$ cat config.mk
export PLATFORM = sky130hd
export DESIGN_NAME = lane_scroll_ctrl
export DESIGN_NICKNAME = d
export VERILOG_FILES = /design/src/rtl/lane_scroll_ctrl.sv
export SDC_FILE = /design/constraint.sdc
export NUM_CORES = 1
export LEC_CHECK = 0
export CELL_PAD_IN_SITES_DETAIL_PLACEMENT = 1
export CELL_PAD_IN_SITES_GLOBAL_PLACEMENT = 2
export CORE_UTILIZATION = 25
export CTS_BUF_LIST = sky130_fd_sc_hd__clkbuf_8
export DETAILED_ROUTE_END_ITERATION = 8
export PLACE_DENSITY_LB_ADDON = 0.1
export SKIP_CTS_REPAIR_TIMING = 1
export SYNTH_ARGS = -nofsm -noshare
export SYNTH_HDL_FRONTEND = slang
export SYNTH_SLANG_ARGS = --single-unit
$ cat constraint.sdc
create_clock -name clock -period 4.7 [get_ports clock]
set_input_delay 0.705 -clock clock [delete_from_list [all_inputs] [get_ports clock]]
set_output_delay 0.705 -clock clock [all_outputs]
set_load 0.01 [all_outputs]
$ cat src/rtl/lane_scroll_ctrl.sv
// Lane-dash scroll scheduler: advances dash y positions once per frame in vertical blank
// and arbitrates per-dash pixels into one registered stream. Optional macro: LANE_SCROLL_ACCEL_EN.
module lane_scroll_ctrl #(
   parameter int NUM_DASH   = 4,
   parameter int DASH_PITCH = 160,
   parameter int SCREEN_H   = 480,
   parameter int LANE_X     = 305
) (
   input  logic                  clock,
   input  logic                  reset_n,
   input  logic                  enable,
   input  logic                  pause,
   input  logic [9:0]            vcount,
   input  logic [3:0]            speed_in,
   input  logic                  speed_load,
   input  logic [NUM_DASH-1:0]   dash_data,
   input  logic [NUM_DASH*8-1:0] dash_rgb,
   output logic [9:0]            dash_posx,
   output logic [NUM_DASH*10-1:0] dash_posy,
   output logic [NUM_DASH-1:0]   dash_enable,
   output logic                  frame_tick,
   output logic [2:0]            red,
   output logic [2:0]            green,
   output logic [1:0]            blue,
   output logic                  data
);

   localparam int IDX_W = (NUM_DASH > 1) ? $clog2(NUM_DASH) : 1;
   localparam logic [10:0] WRAP11  = 11'(NUM_DASH * DASH_PITCH);
   localparam logic [10:0] PITCH11 = 11'(DASH_PITCH);
   localparam logic [10:0] H11     = 11'(SCREEN_H);
   localparam logic [IDX_W-1:0] LAST_IDX = IDX_W'(NUM_DASH - 1);

   typedef enum logic [1:0] {IDLE, WAIT, UPDATE, CALC} state_t;

   state_t           state, state_next;
   logic [9:0]       base;
   logic [3:0]       speed, speed_tgt, speed_eff;
   logic [IDX_W-1:0] idx;
   logic [9:0]       vcount_prev;
   logic             tick_now;
   logic [10:0]      base_sum, base_wrapped;
   logic [10:0]      calc_sum, calc_pos;
   logic [9:0]       posy_reg [NUM_DASH];
   logic             en_reg   [NUM_DASH];
   logic             win_data;
   logic [7:0]       win_rgb;

   assign dash_posx = 10'(LANE_X);
   assign tick_now  = (vcount == H11[9:0]) && (vcount_prev != H11[9:0]);

   always_comb begin
`ifdef LANE_SCROLL_ACCEL_EN
      if (speed < speed_tgt)      speed_eff = speed + 4'd1;
      else if (speed > speed_tgt) speed_eff = speed - 4'd1;
      else                        speed_eff = speed;
`else
      speed_eff = (speed == speed_tgt) ? speed : speed_tgt;
`endif
   end

   always_comb begin
      base_sum     = {1'b0, base} + {7'b0, speed_eff};
      base_wrapped = (base_sum >= WRAP11) ? base_sum - WRAP11 : base_sum;
      calc_sum     = {1'b0, base} + 11'(idx) * PITCH11;
      calc_pos     = (calc_sum >= WRAP11) ? calc_sum - WRAP11 : calc_sum;
   end

   always_comb begin
      state_next = state;
      case (state)
         IDLE:    if (enable) state_next = WAIT;
         WAIT:    if (tick_now && !pause) state_next = UPDATE;
         UPDATE:  state_next = CALC;
         CALC:    if (idx == LAST_IDX) state_next = WAIT;
         default: state_next = IDLE;
      endcase
      if (!enable) state_next = IDLE;
   end

   always_ff @(posedge clock or negedge reset_n) begin
      if (!reset_n) begin
         state       <= IDLE;
         base        <= '0;
         speed       <= '0;
         speed_tgt   <= '0;
         idx         <= '0;
         vcount_prev <= '0;
         frame_tick  <= 1'b0;
      end else begin
         state       <= state_next;
         vcount_prev <= vcount;
         frame_tick  <= tick_now;
         if (speed_load) speed_tgt <= speed_in;
         if (state == IDLE) base <= '0;
         if (state == UPDATE) begin
            base  <= base_wrapped[9:0];
            speed <= speed_eff;
            idx   <= '0;
         end
         if (state == CALC) idx <= idx + 1'b1;
      end
   end

   // One instance is refreshed per CALC cycle; reset positions are evenly spaced.
   for (genvar gi = 0; gi < NUM_DASH; gi++) begin : g_dash
      always_ff @(posedge clock or negedge reset_n) begin
         if (!reset_n) begin
            posy_reg[gi] <= 10'(gi * DASH_PITCH);
            en_reg[gi]   <= 1'b0;
         end else if (!enable || state == IDLE) begin
            en_reg[gi]   <= 1'b0;
         end else if (state == CALC && idx == IDX_W'(gi)) begin
            posy_reg[gi] <= calc_pos[9:0];
            en_reg[gi]   <= (calc_pos < H11);
         end
      end
      assign dash_posy[10*gi +: 10] = posy_reg[gi];
      assign dash_enable[gi]        = en_reg[gi];
   end

   always_comb begin
      win_data = 1'b0;
      win_rgb  = 8'd0;
      for (int i = NUM_DASH - 1; i >= 0; i--) begin
         if (dash_data[i]) begin
            win_data = 1'b1;
            win_rgb  = dash_rgb[8*i +: 8];
         end
      end
   end

   always_ff @(posedge clock or negedge reset_n) begin
      if (!reset_n) begin
         red   <= '0;
         green <= '0;
         blue  <= '0;
         data  <= 1'b0;
      end else begin
         {red, green, blue} <= win_rgb;
         data               <= win_data;
      end
   end

endmodule

; After elaboration in Yosys (flattened, before gate mapping)
; Index checks and enable logic that the tools add are counted.
; W data, S select, Z words.
[totals]
regBits = 86
inputBits = 55
output_inout_bits = 64
[classes]
add_sub_neg = 5
mul = 1
magnitude_cmp = 3
eq_ne = 11
mux = 27
bitwise = 1
n_reduce_logical = 22
[op_table]
columns = operator, count
row1 = $mux W8, 4
row2 = $mux W10, 3
row3 = $ge A11 B10 Y1 const B, 2
row4 = $mux W1, 12
row5 = $reduce_bool A2 Y1, 6
row6 = $add A10 B10 Y11, 1
row7 = $add A10 B4 Y11, 1
row8 = $lt A11 B9 Y1 const B, 1
row9 = $mux W11, 1
row10 = $sub A11 B10 Y11 const B, 1
row11 = $eq A10 B9 Y1 const B, 1
row12 = $mux W2, 5
row13 = $ne A10 B9 Y1 const B, 1
row14 = $reduce_and A2 Y1, 5
row15 = $sub A10 B10 Y10 const B, 1
row16 = $eq A2 B2 Y1 const B, 4
row17 = $pmux W2 S4, 1
row18 = $logic_and A1 B1 Y1, 6
row19 = $ne A3 B3 Y1 const B, 2
row20 = $mul A2 B3 Y5 const B, 1
row21 = $eq A2 B1 Y1 const B, 2
row22 = $eq A4 B4 Y1, 1
row23 = $logic_not A2 Y1, 2
row24 = $mux W4, 1
row25 = other kinds (4), 5

; Longest topological paths before layout
; Gate-level depths: netlist of the first run.
[logic_depth]
depth_word = 7
depth_mapped = 11
mapped_depth_nobuf = 10

; Worst setup path after synthesis of the first run
; No wires, ideal clock.
[synth_path]
kind = register to register
start = register base[5]
end = register en_reg (netlist bit dash_enable[1])
setup_ns = 0.077
t_arrival_ns = 2.559
required_ns = 4.623
path_slack_ns = 2.065
path_stages_with_launch = 11
cell_sequence = dfrtp_1 ha_1 fa_1 xor2_1 inv_1 ha_1 clkbuf_1 nor3b_1 a2111oi_0 a2111o_1 o21ai_1
[synth_between]
elab_chain_len = 6
word_cells_on_any_way = 7
cone_classes = add/sub: 2 / order compare: 2 / mux: 3
[synth_lines]
columns = element, line
row1 = start: declaration, 37  ; logic [9:0] base;
row2 = start signal: assignment, 97  ; base <= base_wrapped[9:0];
row3 = $add A10 B10 Y11 *, 65  ; calc_sum = {1'b0, base} + 11'(idx) * PITCH11;
row4 = $sub A11 B10 Y11 or $ge A11 B10 Y1 (tied branches), 66  ; calc_pos = (calc_sum >= WRAP11) ? calc_sum - WRAP11 : calc_sum;
row5 = $mux W11 *, 66
row6 = $lt A11 B9 Y1 *, 115  ; en_reg[gi] <= (calc_pos < H11);
row7 = $mux W1 *, 113  ; end else if (state == CALC && idx == IDX_W'(gi)) begin
row8 = $mux W1 *, 111  ; end else if (!enable || state == IDLE) begin
row9 = end signal: indexed assignment, 115
row10 = end: declaration, 45  ; logic en_reg [NUM_DASH];
; Every way passes the cells marked *; elsewhere a longest branch is shown, timed or not. The select of a mux whose other input is x is not followed.
; A chain may end at the register's enable or synchronous reset.

; Worst setup path after layout of the first run
[layout_path]
start = register idx[0]
end = register posy_reg (netlist bit dash_posy[28])
[layout_between]
elab_chain_len = 4
word_cells_on_any_way = 8
cone_classes = add/sub: 2 / mul: 1 / order compare: 1 / eq/ne: 1 / mux: 1 / reduce/logical: 2
[layout_lines]
columns = element, line
row1 = start: declaration, 39  ; logic [IDX_W-1:0] idx;
row2 = start signal: assignment, 101  ; if (state == CALC) idx <= idx + 1'b1;
row3 = $mul A2 B3 Y5, 65
row4 = $add A10 B10 Y11, 65
row5 = $sub A11 B10 Y11 or $ge A11 B10 Y1 (tied branches), 66
row6 = $mux W11, 66
row7 = end signal: indexed assignment, 109  ; posy_reg[gi] <= 10'(gi * DASH_PITCH);
row8 = end signal: indexed assignment, 114  ; posy_reg[gi] <= calc_pos[9:0];
row9 = end: declaration, 44  ; logic [9:0] posy_reg [NUM_DASH];
; Parallel ways exist; a longest one is shown, timed or not.

==> out/results.ini, run 1 <==
[status]
status = finished, final reports clean

[logic_synthesis]
synth-edff-count = 0
ys_seq_elements = 82
synth_warnings = 0
netlist_area_mm2 = 0.003974
seq_area_frac_synth = 0.5189
syn-instance-count = 380
ys_types = 49
ys.flop_type = dfrtp_1
yosys-top-cells-area = dfrtp_1 47%, mux2_2 6.5%, ha_1 5.4%
synth_most_common_cell = dfrtp_1
avgSynthCellArea_um2 = 10.46
synthArstFlopShare = 1.000
yosysTopAreaCellShare = 0.4660
yosys.area.top_type = dfrtp_1
synth_top_cells_by_count = 74 x dfrtp_1, 47 x nand2_1, 36 x o21ai_0, 23 x mux2_2, 19 x clkbuf_1

[critical_path]
reg2reg_to = dash_posy[28]
rr_startpoint = idx[0]
arrival_ns = 3.19
required_ns = 4.97
crit_buf_inv = 1
crit_type = register to register
crit_chain = ha_1 > fa_1 > xor2_1 > inv_1 > ha_1 > o21ai_0 > o2bb2ai_1 > o21a_1 > o22a_1 > o21ai_0
r2r_slack_ns = 1.79
ff2ff_path_depth = 10
critPathLaunchType = register
slowest_delay_ns = 0.46
crit_fanout = 9
end_kind = register
slowest_stage = dfrtp_1
critPathTopFamily = adder cells

[cells_and_area]
finalInstanceArea_mm2 = 0.005421
area_growth_pct = 36.43
layout.nets = 552
antennaDiodeCount = 0
layout.cells.non_filler = 694
n_fill_cell = 1704
layout-drive-gt1-share = 0.1097

[die]
core_mm2 = 0.01537
die_w_um = 128.1
placementRows = 45
fp.dieArea_mm2 = 0.01640
ios = 119
die_y_um = 128.1
initial_core_util = 0.2585

[route]
num_vias = 3109
wl_um = 11010
vias_per_cell = 4.480
wl_per_cell_um = 15.87
remaining_drc_errors = 0
firstDrtPassIters = 4
drt_iter0_drc = 72
postRouteAntennaNets = 0

[grt]
grt_pass1_vias = 3268
antenna_found_initial = 0
grt_use_total = 0.1466
grt_max_degree = 58
grt_pass1_wl_um = 18130
overflow = 0

[placed_design]
post-place-ws_ns = 1.712
placed_cell_area_mm2 = 0.005204
numPortBuffers = 108
hpwl_um = 8240
dp_cells = 678
place.gp.congestion = 0.7452

[timing]
setup_tns_ns = 0
final.setup.worst_slack_ns = 1.787
finalSetupViolCount = 0
rsz0062_at_grt = false
slew_headroom = 0.4776
fin_skew_ns = 0.01268
min_period_ns = 2.913
slew_viol_final = 0
hold_viol = 0
worst_pin_slew_ns = 0.7835
fmax_ghz = 0.3432
period_share = 0.6199

[power]
sw_frac_of_total = 0.3298
power_density_mw_per_mm2 = 373.0
max-vdd-ir-drop_mv = 0.1612
leakage_nw = 2.313
internal-power_mw = 1.355
p_sw_mw = 0.6670
clkPwrFrac = 0.289
finalPower_mw = 2.022
p_comb_frac = 0.284
seq_power_share = 0.426

[clock_tree]
cts.sinks = 82
cts_root_buf = clkbuf_8
cts_htree_levels = 3
numCtsBuffers = 9
tritoncts = done
clock_latency_ns = 0.37
path_clk_slew_ns = 0.09
cts_max_path_buffers = 2

[run]
drv_cap = 0

[min_path]
hold_class = input pin to asynchronous set/reset pin

==> flip-flops by register name, indices dropped and copies added (netlist names) <==
register	flops
base	10
blue	2
dash_enable	4
dash_posy	40
data	1
frame_tick	1
green	3
idx	2
red	3
speed_tgt	4
state	2
vcount_prev	10
==> per-stage QoR <==
| step | hold WS [ns] | utilization |
|---|---|---|
| finish | 0.3870 | 0.3527 |
| global route | 0.4279 | 0.3527 |
| CTS | 0.4053 | 0.3527 |
| detailed placement | 0.4725 | 0.3385 |
| global placement | 0.4621 | 0.3385 |
| floorplan | 0.4094 | - |
==> how the worst max path moves through the flow <==
stage                     startpoint             end  slack [ns]  cells past startpoint
final                         idx[0]   dash_posy[28]        1.79                     10
after global placement        enable   dash_posy[24]        1.74                      4
after detailed placement      enable   dash_posy[22]        1.71                      4
after CTS                    base[5]   dash_posy[28]        1.78                     10
after floorplan              base[5]  dash_enable[1]        2.06                     10
after global routing          idx[1]  dash_enable[3]        1.54                      9
==> cells in the final DEF (no fill, tap or decap), types with 6 or more instances in the layout <==
cell type        netlist  layout
inv_1                  9      10
dfrtp_1               74      74
nor2_1                16      16
nand3_1               11      11
mux2_2                23      23
o31ai_1                7       7
a22oi_1                7       7
a21oi_1               18      18
nor3_1                 6       6
nand2b_1               8       8
nand2_1               47      47
dfstp_2                8       8
clkdlybuf4s50_1        0     107
ha_1                  17      17
clkbuf_8               0       9
conb_1                 2      10
o21ai_0               36      36
==> per-layer routing <==
| layer | GRT usage | vias up | routed length (µm) |
|---|---|---|---|
| met5 | 0 | - | 0 |
| met3 | 0.03130 | 11 | 437 |
| met4 | 0.05606 | 0 | 157 |
| li1 | - | 1510 | - |
| met2 | 0.2241 | 76 | 4953 |
| met1 | 0.2026 | 1512 | 5466 |
==> worst reg2reg max path, delay by kind of cell, from the launching register on <==
kind	cells	cell delay (ns)
AO/OA/AOI/OAI	5	0.84
XOR/XNOR	1	0.34
flip-flops	1	0.46
buffers and inverters	1	0.15
adder cells (fa/ha/maj)	3	1.04
==> logic make-up after synthesis <==
group / count (synthesis) / share of synthesized area
simple gates: 110 / 0.1322
compound gates: 97 / 0.1518
flops: 82 / 0.5189
buf+inv: 39 / 0.04628
mux: 25 / 0.07021
fa+ha+maj: 19 / 0.06360
xor+xnor: 6 / 0.01512
other cells: 2 / 0.001890
==> power by group through the flow <==
stage / clock (mW) / combinational, mW / sequential, mW
finish: 0.585 / 0.575 / 0.862
CTS: 0.612 / 0.588 / 0.866
floorplan: 0 / 0.313 / 0.873
global placement: 0 / 0.582 / 0.876
global route: 0.638 / 0.641 / 0.879
detailed placement: 0 / 0.584 / 0.879
==> final cells by class <==
class | instances | area, µm² | area share
flip-flops and latches | 82 | 2062 | 0.3803
multi-input cells | 267 | 1758 | 0.3243
repair buffers | 109 | 1086 | 0.2003
well taps | 211 | 264.0 | 0.04870
clock buffers | 9 | 123.9 | 0.02285
clock inverters | 7 | 93.84 | 0.01731
inverters | 9 | 33.78 | 0.006231
No activity file was read; power rests on OpenSTA's default activity.
==> inputs of run 2 (changes only) <==
Clock period 4.7 ns to 2.5 ns, I/O delays scaled along.
==> run 2 against run 1 <==
  * The flow now finishes with violations (hold timing)
  * Die area stayed put
  * Flip-flop and latch count is the same
  * Critical path type unchanged
  * Maximum frequency rose by 21%
  * Clock skew fell by 0.0020 ns
  * Count of clock-buffer cells in the layout grew 1
  * Highest routed layer unchanged
  * Wire length rose by 4.1%
  * Worst hold slack got worse by 0.39 ns
  * Largest power group unchanged
  * Via count is 4.4% higher
==> out/results.ini, run 2 (synthesis gave the netlist of run 1 again) <==
[grt]
grt_use_total = 0.1501  ; was 0.1466
overflow = 0  ; unchanged
grt_max_degree = 44  ; was 58
antenna_found_initial = 0  ; unchanged
grt_pass1_wl_um = 18660  ; was 18130 µm
grt_pass1_vias = 3525  ; was 3268

[clock_tree]
tritoncts = done  ; unchanged
path_clk_slew_ns = 0.08  ; was 0.09 ns
cts.sinks = 82  ; unchanged
numCtsBuffers = 9  ; unchanged
cts_max_path_buffers = 2  ; unchanged
cts_htree_levels = 3  ; unchanged
clock_latency_ns = 0.36  ; was 0.37 ns
cts_root_buf = clkbuf_8  ; unchanged

[timing]
final.setup.worst_slack_ns = 0.09692  ; was 1.787 ns
slew_viol_final = 0  ; unchanged
min_period_ns = 2.403  ; was 2.913 ns
finalSetupViolCount = 0  ; unchanged
hold_viol = 1  ; was 0
slew_headroom = 0.6058  ; was 0.4776
period_share = 0.9612  ; was 0.6199
fin_skew_ns = 0.01064  ; was 0.01268 ns
setup_tns_ns = 0  ; unchanged
fmax_ghz = 0.4161  ; was 0.3432 GHz
worst_pin_slew_ns = 0.5894  ; was 0.7835 ns
holdWs_ns = -0.0004606  ; was 0.3870 ns

[die]
ios = 119  ; unchanged
placementRows = 45  ; unchanged
core_mm2 = 0.01537  ; unchanged
fp.dieArea_mm2 = 0.01640  ; unchanged
die_w_um = 128.1  ; unchanged
die_y_um = 128.1  ; unchanged
initial_core_util = 0.2585  ; unchanged

[cells_and_area]
layout.nets = 584  ; was 552
area_growth_pct = 44.33  ; was 36.43%
layout-drive-gt1-share = 0.1981  ; was 0.1097
most-common-layout-cells = 107 x clkdlybuf4s50_1, 74 x dfrtp_1, 46 x nand2_1, 34 x o21ai_0, 33 x buf_4  ; was 107 x clkdlybuf4s50_1, 74 x dfrtp_1, 47 x nand2_1, 36 x o21ai_0, 23 x mux2_2
layout.cells.non_filler = 726  ; was 694
antennaDiodeCount = 0  ; unchanged
final_common_cell = clkdlybuf4s50_1  ; unchanged
largest_reg_flops = 40  ; unchanged

[power]
max-vdd-ir-drop_mv = 0.2783  ; was 0.1612 mV
finalPower_mw = 3.837  ; was 2.022 mW
clkPwrFrac = 0.234  ; was 0.289
seq_power_share = 0.416  ; was 0.426
internal-power_mw = 2.536  ; was 1.355 mW
sw_frac_of_total = 0.3390  ; was 0.3298
p_comb_frac = 0.349  ; was 0.284
p_sw_mw = 1.301  ; was 0.6670 mW
leakage_nw = 2.456  ; was 2.313 nW
power_density_mw_per_mm2 = 669.0  ; was 373.0 mW/mm²

[critical_path]
crit_type = register to register  ; unchanged
slowest_stage = fa_2  ; was dfrtp_1
required_ns = 2.74  ; was 4.97 ns
crit_fanout = 4  ; was 9
slowest_delay_ns = 0.48  ; was 0.46 ns
end_kind = register  ; unchanged
arrival_ns = 2.64  ; was 3.19 ns
crit_chain = buf_4 > fa_2 > nor4_1 > nand3_1 > o2bb2ai_1 > o21a_1 > nor2_1 > o31ai_1  ; was ha_1 > fa_1 > xor2_1 > inv_1 > ha_1 > o21ai_0 > o2bb2ai_1 > o21a_1 > o22a_1 > o21ai_0
critPathLaunchType = register  ; unchanged

[placed_design]
place.gp.congestion = 0.7807  ; was 0.7452
hpwl_um = 8745  ; was 8240 µm
numPortBuffers = 108  ; unchanged
post-place-ws_ns = -0.06370  ; was 1.712 ns
dp_cells = 707  ; was 678

[status]
status = finished with violations  ; was finished, final reports clean
violations = hold timing

[min_path]
hold_class = input pin to asynchronous set/reset pin  ; unchanged

[route]
postRouteAntennaNets = 0  ; unchanged
drt_iter0_drc = 74  ; was 72
remaining_drc_errors = 0  ; unchanged
wl_per_cell_um = 15.80  ; was 15.87 µm
firstDrtPassIters = 4  ; unchanged
num_vias = 3245  ; was 3109
wl_um = 11470  ; was 11010 µm
vias_per_cell = 4.470  ; was 4.480

[run]
drv_cap = 0  ; unchanged

run 2: critical path: cells and delay by family, from the launching register on:
family / cells / cell delay, ns
AND/OR/NAND/NOR: 3 / 0.73
AO/OA/AOI/OAI: 3 / 0.46
adder cells (fa/ha/maj): 1 / 0.48
flip-flops: 1 / 0.43
buffers and inverters: 1 / 0.18
run 2: area by class of cell:
| type | count | area (µm²) |
|---|---|---|
| fill | 1716 | 9635 |
| sequential | 82 | 2062 |
| multi-input combinational | 267 | 1859 |
| timing repair buffer | 141 | 1339 |
| tap | 211 | 264.0 |
| clock buffer | 10 | 137.6 |
| clock inverter | 6 | 40.04 |
| inverter | 9 | 33.78 |
run 2: stage by stage:
stage | cell area, µm² | utilization
floorplan | 4035 | -
global placement | 5455 | 0.3549
detailed placement | 5455 | 0.3549
CTS | 5633 | 0.3665
global route | 5736 | 0.3731
finish | 5736 | 0.3731
run 2: worst paths after layout:
path / start / endpoint / slack [ns] / cells after the start
worst max-delay path: base[6] / dash_posy[27] / 0.1 / 8
worst min-delay path: reset_n / vcount_prev[6] / -0.0005 / 1
worst max register to register: base[6] / dash_posy[27] / 0.1 / 8
worst min register to register: dash_posy[28] / dash_posy[28] / 0.48 / 2
max in group asynchronous: reset_n / dash_posy[37] / 1.80 / 2
min in group clock: vcount[7] / vcount_prev[7] / 0.48 / 1
run 2: power groups by stage:
stage | clock [mW] | combinational, mW | sequential, mW
after floorplan | 0 | 0.621 | 1.64
after global placement | 0 | 1.27 | 1.62
after detailed placement | 0 | 1.29 | 1.62
after CTS | 0.953 | 1.29 | 1.60
after global routing | 1.00 | 1.49 | 1.62
final | 0.899 | 1.34 | 1.60
run 2: layer usage:
metal	vias to the layer above	part of all wire	global-route usage
met4	0	0.015	0.05813
met3	13	0.049	0.03923
met2	79	0.47	0.2410
met5	-	0	0
li1	1578	-	-
met1	1575	0.47	0.1930
